### config.mk
export PLATFORM = sky130hd
export DESIGN_NAME = db_client_flat
export DESIGN_NICKNAME = d
export VERILOG_FILES = /design/src/rtl/db_client_if.sv /design/src/rtl/db_client.sv /design/src/flat_wrapper.sv
export SDC_FILE = /design/constraint.sdc
export NUM_CORES = 1
export LEC_CHECK = 0
export BUFFER_PORTS_ARGS = -buffer_cell sky130_fd_sc_hd__buf_2
export CAP_MARGIN = 20
export CORE_MARGIN = 5
export CORE_UTILIZATION = 45
export CTS_CLUSTER_SIZE = 20
export DETAILED_ROUTE_END_ITERATION = 10
export GPL_ROUTABILITY_DRIVEN = 0
export PLACE_DENSITY = 0.85
export SLEW_MARGIN = 20
export SYNTH_ARGS = -nofsm -noshare
export SYNTH_HDL_FRONTEND = slang
export SYNTH_SLANG_ARGS = --single-unit
export TNS_END_PERCENT = 10
### constraint.sdc
create_clock -name clk -period 2.35 [get_ports clk]
set_clock_uncertainty 0.05 [all_clocks]
set_input_delay 0.1175 -clock clk [delete_from_list [all_inputs] [get_ports clk]]
set_output_delay 0.1175 -clock clk [all_outputs]
set_load 0.01 [all_outputs]
### src/rtl/db_client_if.sv
// rtl/db_client_if.sv - Handshake bundle between packet parser, filter DB and forwarding path.
interface db_client_if #(
   parameter int KEY_SIZE  = 96,
   parameter int FLAG_SIZE = 4,
   parameter int TAG_W     = 8
);
   logic                 pkt_valid;
   logic                 pkt_ready;
   logic [31:0]          pkt_src_ip;
   logic [31:0]          pkt_dst_ip;
   logic [15:0]          pkt_dst_port;
   logic [FLAG_SIZE-1:0] pkt_op;
   logic [TAG_W-1:0]     pkt_tag;

   logic [KEY_SIZE-1:0]  db_in_key;
   logic [FLAG_SIZE-1:0] db_in_flag;
   logic                 db_in_valid;
   logic                 db_in_ready;
   logic                 db_out_valid;
   logic [FLAG_SIZE-1:0] db_out_flag;

   logic                 vd_valid;
   logic [TAG_W-1:0]     vd_tag;
   logic [FLAG_SIZE-1:0] vd_flag;
   logic                 vd_drop;
   logic                 vd_timeout;

   modport slave (
      input  pkt_valid, pkt_src_ip, pkt_dst_ip, pkt_dst_port, pkt_op, pkt_tag,
      output pkt_ready,
      output db_in_key, db_in_flag, db_in_valid,
      input  db_in_ready, db_out_valid, db_out_flag,
      output vd_valid, vd_tag, vd_flag, vd_drop, vd_timeout
   );

   modport master (
      output pkt_valid, pkt_src_ip, pkt_dst_ip, pkt_dst_port, pkt_op, pkt_tag,
      input  pkt_ready,
      input  db_in_key, db_in_flag, db_in_valid,
      output db_in_ready, db_out_valid, db_out_flag,
      input  vd_valid, vd_tag, vd_flag, vd_drop, vd_timeout
   );
endinterface

### src/rtl/db_client.sv
// rtl/db_client.sv - Filter DB requester: in-order tag tracking, pass/drop verdicts, timeout recovery.
// Optional statistics counters built only when DB_CLIENT_STATS_EN is defined.
module db_client #(
   parameter int KEY_SIZE  = 96,
   parameter int FLAG_SIZE = 4,
   parameter int TAG_W     = 8,
   parameter int DEPTH     = 8,
   parameter int TIMEOUT   = 1023
) (
   input  logic        clk,
   input  logic        rst,
   db_client_if.slave  bus,
   output logic        err_unexp_o,
   output logic [31:0] stat_req_o,
   output logic [31:0] stat_drop_o,
   output logic [31:0] stat_tmo_o
);
   localparam int AW    = $clog2(DEPTH);
   localparam int CW    = AW + 1;
   localparam int AGE_W = $clog2(TIMEOUT + 1);

   logic [TAG_W-1:0]     tag_mem_q [DEPTH];
   logic [AW-1:0]        wr_ptr_q, wr_ptr_d, rd_ptr_q, rd_ptr_d;
   logic [CW-1:0]        occ_q, occ_d, stale_q, stale_d;
   logic [AGE_W-1:0]     age_q, age_d;
   logic                 db_valid_q, db_valid_d;
   logic [KEY_SIZE-1:0]  db_key_q, db_key_d;
   logic [FLAG_SIZE-1:0] db_flag_q, db_flag_d;
   logic                 vd_valid_q, vd_valid_d;
   logic [TAG_W-1:0]     vd_tag_q, vd_tag_d;
   logic [FLAG_SIZE-1:0] vd_flag_q, vd_flag_d;
   logic                 vd_drop_q, vd_drop_d;
   logic                 vd_tmo_q, vd_tmo_d;
   logic                 err_q, err_d;

   logic [CW:0]          credit_used;
   logic                 pkt_ready, push, resp_pop, tmo_pop, pop, occ_nz, stale_nz;

   // Stale timed-out requests still hold DB slots, so they consume credits too.
   assign credit_used = {1'b0, occ_q} + {1'b0, stale_q};
   assign pkt_ready   = (!db_valid_q || bus.db_in_ready) && (credit_used < (CW+1)'(DEPTH));
   assign push        = bus.pkt_valid && pkt_ready;
   assign occ_nz      = (occ_q != '0);
   assign stale_nz    = (stale_q != '0);
   assign resp_pop    = bus.db_out_valid && !stale_nz && occ_nz;
   assign tmo_pop     = occ_nz && !bus.db_out_valid && (age_q == AGE_W'(TIMEOUT));
   assign pop         = resp_pop || tmo_pop;

   always_comb begin
      wr_ptr_d   = wr_ptr_q;
      rd_ptr_d   = rd_ptr_q;
      occ_d      = occ_q + CW'(push) - CW'(pop);
      stale_d    = stale_q;
      age_d      = age_q;
      db_valid_d = db_valid_q;
      db_key_d   = db_key_q;
      db_flag_d  = db_flag_q;
      vd_valid_d = pop;
      vd_tag_d   = vd_tag_q;
      vd_flag_d  = vd_flag_q;
      vd_drop_d  = vd_drop_q;
      vd_tmo_d   = vd_tmo_q;
      err_d      = err_q;

      if (!db_valid_q || bus.db_in_ready) begin
         db_valid_d = push;
         if (push) begin
            db_key_d  = {bus.pkt_src_ip, bus.pkt_dst_ip, bus.pkt_dst_port, 16'h0000};
            db_flag_d = bus.pkt_op;
         end
      end
      if (push) wr_ptr_d = wr_ptr_q + AW'(1);
      if (pop)  rd_ptr_d = rd_ptr_q + AW'(1);

      if (bus.db_out_valid && stale_nz) stale_d = stale_q - CW'(1);
      else if (tmo_pop)                 stale_d = stale_q + CW'(1);
      if (bus.db_out_valid && !stale_nz && !occ_nz) err_d = 1'b1;

      if (pop || !occ_nz)               age_d = '0;
      else if (age_q != AGE_W'(TIMEOUT)) age_d = age_q + AGE_W'(1);

      // Timeouts fail open: report status 0 and let the packet through.
      if (pop) begin
         vd_tag_d  = tag_mem_q[rd_ptr_q];
         vd_flag_d = resp_pop ? bus.db_out_flag : '0;
         vd_drop_d = resp_pop && (bus.db_out_flag == FLAG_SIZE'(2) || bus.db_out_flag == FLAG_SIZE'(3));
         vd_tmo_d  = tmo_pop;
      end
   end

   always_ff @(posedge clk) begin
      if (push) tag_mem_q[wr_ptr_q] <= bus.pkt_tag;
   end

   always_ff @(posedge clk) begin
      if (!rst) begin
         wr_ptr_q   <= '0;
         rd_ptr_q   <= '0;
         occ_q      <= '0;
         stale_q    <= '0;
         age_q      <= '0;
         db_valid_q <= 1'b0;
         db_key_q   <= '0;
         db_flag_q  <= '0;
         vd_valid_q <= 1'b0;
         vd_tag_q   <= '0;
         vd_flag_q  <= '0;
         vd_drop_q  <= 1'b0;
         vd_tmo_q   <= 1'b0;
         err_q      <= 1'b0;
      end else begin
         wr_ptr_q   <= wr_ptr_d;
         rd_ptr_q   <= rd_ptr_d;
         occ_q      <= occ_d;
         stale_q    <= stale_d;
         age_q      <= age_d;
         db_valid_q <= db_valid_d;
         db_key_q   <= db_key_d;
         db_flag_q  <= db_flag_d;
         vd_valid_q <= vd_valid_d;
         vd_tag_q   <= vd_tag_d;
         vd_flag_q  <= vd_flag_d;
         vd_drop_q  <= vd_drop_d;
         vd_tmo_q   <= vd_tmo_d;
         err_q      <= err_d;
      end
   end

   assign bus.pkt_ready   = pkt_ready;
   assign bus.db_in_valid = db_valid_q;
   assign bus.db_in_key   = db_key_q;
   assign bus.db_in_flag  = db_flag_q;
   assign bus.vd_valid    = vd_valid_q;
   assign bus.vd_tag      = vd_tag_q;
   assign bus.vd_flag     = vd_flag_q;
   assign bus.vd_drop     = vd_drop_q;
   assign bus.vd_timeout  = vd_tmo_q;
   assign err_unexp_o     = err_q;

`ifdef DB_CLIENT_STATS_EN
   logic [31:0] stat_req_q, stat_drop_q, stat_tmo_q;

   always_ff @(posedge clk) begin
      if (!rst) begin
         stat_req_q  <= '0;
         stat_drop_q <= '0;
         stat_tmo_q  <= '0;
      end else begin
         if (db_valid_q && bus.db_in_ready) stat_req_q  <= stat_req_q + 32'd1;
         if (vd_valid_q && vd_drop_q)       stat_drop_q <= stat_drop_q + 32'd1;
         if (vd_valid_q && vd_tmo_q)        stat_tmo_q  <= stat_tmo_q + 32'd1;
      end
   end

   assign stat_req_o  = stat_req_q;
   assign stat_drop_o = stat_drop_q;
   assign stat_tmo_o  = stat_tmo_q;
`else
   assign stat_req_o  = 32'd0;
   assign stat_drop_o = 32'd0;
   assign stat_tmo_o  = 32'd0;
`endif
endmodule

### src/flat_wrapper.sv
// flat-port wrapper written by rule: the top's interface ports become plain ports
module db_client_flat 
#(
   parameter int KEY_SIZE  = 96,
   parameter int FLAG_SIZE = 4,
   parameter int TAG_W     = 8,
   parameter int DEPTH     = 8,
   parameter int TIMEOUT   = 1023
)
  (clk, rst, err_unexp_o, stat_req_o, stat_drop_o, stat_tmo_o, bus_pkt_valid, bus_pkt_src_ip, bus_pkt_dst_ip, bus_pkt_dst_port, bus_pkt_op, bus_pkt_tag, bus_pkt_ready, bus_db_in_key, bus_db_in_flag, bus_db_in_valid, bus_db_in_ready, bus_db_out_valid, bus_db_out_flag, bus_vd_valid, bus_vd_tag, bus_vd_flag, bus_vd_drop, bus_vd_timeout);
  db_client_if #(.KEY_SIZE(KEY_SIZE), .FLAG_SIZE(FLAG_SIZE), .TAG_W(TAG_W)) bus_i ();
  input  logic clk;
  input  logic rst;
  output logic err_unexp_o;
  output logic [31:0] stat_req_o;
  output logic [31:0] stat_drop_o;
  output logic [31:0] stat_tmo_o;
  input wire logic [$bits(bus_i.pkt_valid)-1:0] bus_pkt_valid;
  input wire logic [$bits(bus_i.pkt_src_ip)-1:0] bus_pkt_src_ip;
  input wire logic [$bits(bus_i.pkt_dst_ip)-1:0] bus_pkt_dst_ip;
  input wire logic [$bits(bus_i.pkt_dst_port)-1:0] bus_pkt_dst_port;
  input wire logic [$bits(bus_i.pkt_op)-1:0] bus_pkt_op;
  input wire logic [$bits(bus_i.pkt_tag)-1:0] bus_pkt_tag;
  output wire logic [$bits(bus_i.pkt_ready)-1:0] bus_pkt_ready;
  output wire logic [$bits(bus_i.db_in_key)-1:0] bus_db_in_key;
  output wire logic [$bits(bus_i.db_in_flag)-1:0] bus_db_in_flag;
  output wire logic [$bits(bus_i.db_in_valid)-1:0] bus_db_in_valid;
  input wire logic [$bits(bus_i.db_in_ready)-1:0] bus_db_in_ready;
  input wire logic [$bits(bus_i.db_out_valid)-1:0] bus_db_out_valid;
  input wire logic [$bits(bus_i.db_out_flag)-1:0] bus_db_out_flag;
  output wire logic [$bits(bus_i.vd_valid)-1:0] bus_vd_valid;
  output wire logic [$bits(bus_i.vd_tag)-1:0] bus_vd_tag;
  output wire logic [$bits(bus_i.vd_flag)-1:0] bus_vd_flag;
  output wire logic [$bits(bus_i.vd_drop)-1:0] bus_vd_drop;
  output wire logic [$bits(bus_i.vd_timeout)-1:0] bus_vd_timeout;
  assign bus_i.pkt_valid = bus_pkt_valid;
  assign bus_i.pkt_src_ip = bus_pkt_src_ip;
  assign bus_i.pkt_dst_ip = bus_pkt_dst_ip;
  assign bus_i.pkt_dst_port = bus_pkt_dst_port;
  assign bus_i.pkt_op = bus_pkt_op;
  assign bus_i.pkt_tag = bus_pkt_tag;
  assign bus_pkt_ready = bus_i.pkt_ready;
  assign bus_db_in_key = bus_i.db_in_key;
  assign bus_db_in_flag = bus_i.db_in_flag;
  assign bus_db_in_valid = bus_i.db_in_valid;
  assign bus_i.db_in_ready = bus_db_in_ready;
  assign bus_i.db_out_valid = bus_db_out_valid;
  assign bus_i.db_out_flag = bus_db_out_flag;
  assign bus_vd_valid = bus_i.vd_valid;
  assign bus_vd_tag = bus_i.vd_tag;
  assign bus_vd_flag = bus_i.vd_flag;
  assign bus_vd_drop = bus_i.vd_drop;
  assign bus_vd_timeout = bus_i.vd_timeout;
  db_client #(.KEY_SIZE(KEY_SIZE), .FLAG_SIZE(FLAG_SIZE), .TAG_W(TAG_W), .DEPTH(DEPTH), .TIMEOUT(TIMEOUT)) u_core (.clk(clk), .rst(rst), .bus(bus_i), .err_unexp_o(err_unexp_o), .stat_req_o(stat_req_o), .stat_drop_o(stat_drop_o), .stat_tmo_o(stat_tmo_o));
endmodule
==> impl_metrics.env <==
export IMPL_cts_root_buffer="clkbuf_16"
export IMPL_synth_edf_count=64
export IMPL_wl_per_cell_um=16.49
export IMPL_vias_per_cell=5.027
export IMPL_start_kind="flip-flop"
export IMPL_hold_path_end="u_core.occ_q[0]$_SDFF_PN0_"
export IMPL_synth_area_um2=8343
export IMPL_clock_latency_ns=0.42
export IMPL_grt_use_total_pct=20.36
export IMPL_totalWireLength_mm=22.53
export IMPL_fin_crit_ns=2.377
export IMPL_synth_seq_cells=189
export IMPL_r2r_start="u_core.stale_q[3]$_SDFFE_PN0P_"
export IMPL_clkPwrFrac_pct=32.7
export IMPL_grt_setup_unrepaired="yes"
export IMPL_run_status="finished with violations"
export IMPL_seqPwrFrac_pct=42.8
export IMPL_setup_ws_ns=-0.02713
export IMPL_whs_path_depth=5
export IMPL_endpoint_kind="flip-flop"
export IMPL_netSwitchingPower_uw=2743
export IMPL_maxSlewHeadroom_pct=51.65
export IMPL_hp_class="in -> reg"
export IMPL_reg2reg_slack_ns=-0.03
export IMPL_reg2reg_to="u_core.occ_q[3]$_SDFF_PN0_"
export IMPL_grt_max_degree=175
export IMPL_setup_viol=1
export IMPL_reg2reg_depth=9
export IMPL_cts_tree="done"
export IMPL_critPathRequiredTime_ns=2.60
export IMPL_yosys_area_top_type_share_pct=29.99
export IMPL_numCtsBuffers=17
export IMPL_intPower_uw=6505
export IMPL_drtPass1Iterations=7
export IMPL_postLayoutCoreUtil_pct=60.74
export IMPL_nNetsFinal=1238
export IMPL_io_buffers=202
export IMPL_switching_share_pct=29.66
export IMPL_pwr_density_cell_nw_per_um2=841.8
export IMPL_tightest_slew_ns=0.7253
export IMPL_period_share_pct=101.2
export IMPL_ant_nets=0
export IMPL_dieWidth_um=146.2
export IMPL_synth_area_leaders="dfxtp_1, edfxtp_1, buf_4, nand3_1, nand2_1"
export IMPL_area_growth_pct=31.67
export IMPL_arrival_ns=2.63
export IMPL_drc=0
export IMPL_synth_largest_area_cell="dfxtp_1"
export IMPL_synth_most_common_cell="dfxtp_1"
export IMPL_maxSlewViolCount=0
export IMPL_maxCapViolCount=0
export IMPL_critPathSlowestCell="or4_4"
export IMPL_cts_buffer_depth=2
export IMPL_path_cells="or4_4, nor2_4, o21ai_2, or2_2, ha_1, a21o_1, a21oi_2, xnor2_1, nor2_1"
export IMPL_fmax_mhz=420.7
export IMPL_dp_hpwl_mm=13.67
export IMPL_hold_start="bus_pkt_valid"
export IMPL_ir_worst_vdd_mv=0.5744
export IMPL_core_area_um2=18090
export IMPL_rows=49
export IMPL_num_vias=6867
export IMPL_timing_hold_violations_final=0
export IMPL_combPwrFrac_pct=24.5
export IMPL_cts_htree_levels=4
export IMPL_syn_inst=819
export IMPL_grt_pass1_wl_mm=35.31
export IMPL_synth_cell_types=60
export IMPL_ys_seq_area_share_pct=53.03
export IMPL_power_uw=9248
export IMPL_ys_top_cells_by_count="dfxtp_1, buf_4, nand2_1"
export IMPL_antenna_found_initial=1
export IMPL_die_y_um=146.2
export IMPL_violations="negative setup slack"
export IMPL_clk_pin_slew_ns=0.07
export IMPL_drt_iter0_markers=385
export IMPL_drive_gt1_share_pct=27.02
export IMPL_worstPathMaxFanout=4
export IMPL_async_reset_ff_share_pct=0
export IMPL_critical_path_max_stage_delay_ns=0.57
export IMPL_die_area_um2=21360
export IMPL_ioPinCount=315
export IMPL_start_util_pct=46.13
export IMPL_grt_overflow_total=0
export IMPL_syn_area_per_cell_um2=10.19
export IMPL_yosys_warnings=0
export IMPL_path_class="reg -> reg"
export IMPL_p_leak_uw=0.004685
export IMPL_ys_flop_type="dfxtp_1"
export IMPL_cts_sinks=189
export IMPL_grt_pass1_vias=6792
-- cells in the final DEF (no fill, tap or decap), types with 4 or more instances in the layout --
cell type	netlist	routed
buf_2	11	201
dfxtp_1	125	121
conb_1	1	112
nand2_1	107	106
dlygate4sd3_1	0	98
nand3_1	88	88
edfxtp_1	64	64
o21ai_0	59	59
buf_4	113	33
mux2i_1	31	31
o21ai_1	30	30
nor2_1	22	22
clkbuf_16	0	19
ha_1	12	10
o211ai_1	9	9
mux4_2	8	8
a22oi_1	8	8
inv_1	8	7
a21oi_1	8	6
nor3_1	7	5
xnor2_1	6	5
nand2b_1	4	4
nor4_1	4	4
a32o_1	4	4
buf_6	5	4
dfxtp_2	0	4
-- through the flow --
step | setup WS [ns] | instance area [um^2] | hold WS (ns) | setup TNS, ns | std cells
after floorplan | -0.2587 | 8773 | 0.1664 | -10.57 | 930
final | -0.02713 | 10990 | 0.1996 | -0.02713 | 1366
after global routing | -0.09671 | 10990 | 0.2066 | -0.2870 | 1366
after global placement | 0.04244 | 9293 | 0.2800 | 0 | 1234
after CTS | -0.004476 | 10920 | 0.1787 | -0.004476 | 1365
after detailed placement | -0.03165 | 9293 | 0.2899 | -0.03165 | 1234
-- final cells by class --
class / instances / area [um^2]
fillers: 1316 / 7101
clock buffers: 23 / 510.5
multi-input cells: 566 / 3257
diodes: 1 / 2.502
well taps: 229 / 286.5
inverters: 10 / 40.04
repair buffers: 339 / 2340
flip-flops and latches: 189 / 4429
clock inverters: 9 / 120.1
-- registers in the layout (all words and copies together) (netlist names) --
signal                  cells
u_core.age_q               10
u_core.bus.db_in_flag       4
u_core.bus.db_in_key       80
u_core.bus.db_in_valid      1
u_core.bus.vd_drop          1
u_core.bus.vd_flag          4
u_core.bus.vd_tag           8
u_core.bus.vd_timeout       1
u_core.bus.vd_valid         1
u_core.err_unexp_o          1
u_core.occ_q                4
u_core.rd_ptr_q             3
u_core.stale_q              4
u_core.tag_mem_q           64
u_core.wr_ptr_q             3
-- worst max path at each step --
stage                                   start                              to  cells past startpoint
6_report       u_core.stale_q[3]$_SDFFE_PN0P_      u_core.occ_q[3]$_SDFF_PN0_                      9
5_1_grt        u_core.stale_q[3]$_SDFFE_PN0P_      u_core.occ_q[3]$_SDFF_PN0_                      9
4_1_cts        u_core.stale_q[3]$_SDFFE_PN0P_  u_core.stale_q[3]$_SDFFE_PN0P_                      9
3_5_place_dp   u_core.stale_q[3]$_SDFFE_PN0P_  u_core.stale_q[3]$_SDFFE_PN0P_                      9
3_3_place_gp   u_core.stale_q[3]$_SDFFE_PN0P_  u_core.stale_q[3]$_SDFFE_PN0P_                      9
2_1_floorplan      u_core.occ_q[3]$_SDFF_PN0_      u_core.occ_q[1]$_SDFF_PN0_                     11
-- power by group through the flow --
stage	clock [uW]	sequential (uW)	combinational, uW
2_1_floorplan	0	4130	1370
3_3_place_gp	0	3990	1970
3_5_place_dp	0	4000	2030
4_1_cts	3070	3940	2170
5_1_grt	3200	3990	2480
6_report	3020	3960	2270
-- worst max-delay path, delay by kind of cell (launching register included) --
family,cells,cell delay (ns)
simple gates,4,1.04
compound gates,3,0.42
flops,1,0.34
fa+ha+maj,1,0.29
xor+xnor,1,0.13
-- layer usage --
metal,global-route usage [%],up-vias,routed length (um)
met5,0,-,0
met4,8.561,0,708
met3,7.127,54,2117
met2,33.97,346,11050
met1,23.95,3225,8652
li1,-,3242,-
-- timing repair --
action	in CTS	in global routing
resized for setup	3	14
hold buffers	98	0
pin swaps	4	6
hold endpoints to repair	157	0
setup buffers	1	0
cloned	0	0
endpoints found under the setup margin	4	62
-- logic make-up (layout without fill, tap and decap cells) --
logic type                 Yosys count  after routing  synth area share (%)
and+or+nand+nor                    259            259                 14.67
DFF                                189            189                 53.03
buffers and inverters              175            381                 13.75
AOI/OAI and AO/OA                  135            135                 9.613
muxes                               39             39                 5.879
adders and majority gates           14             14                 2.280
xor gates and xnor gates             7              7                0.7349
other                                1            113               0.04495
No activity file was read; power rests on OpenSTA's default activity.
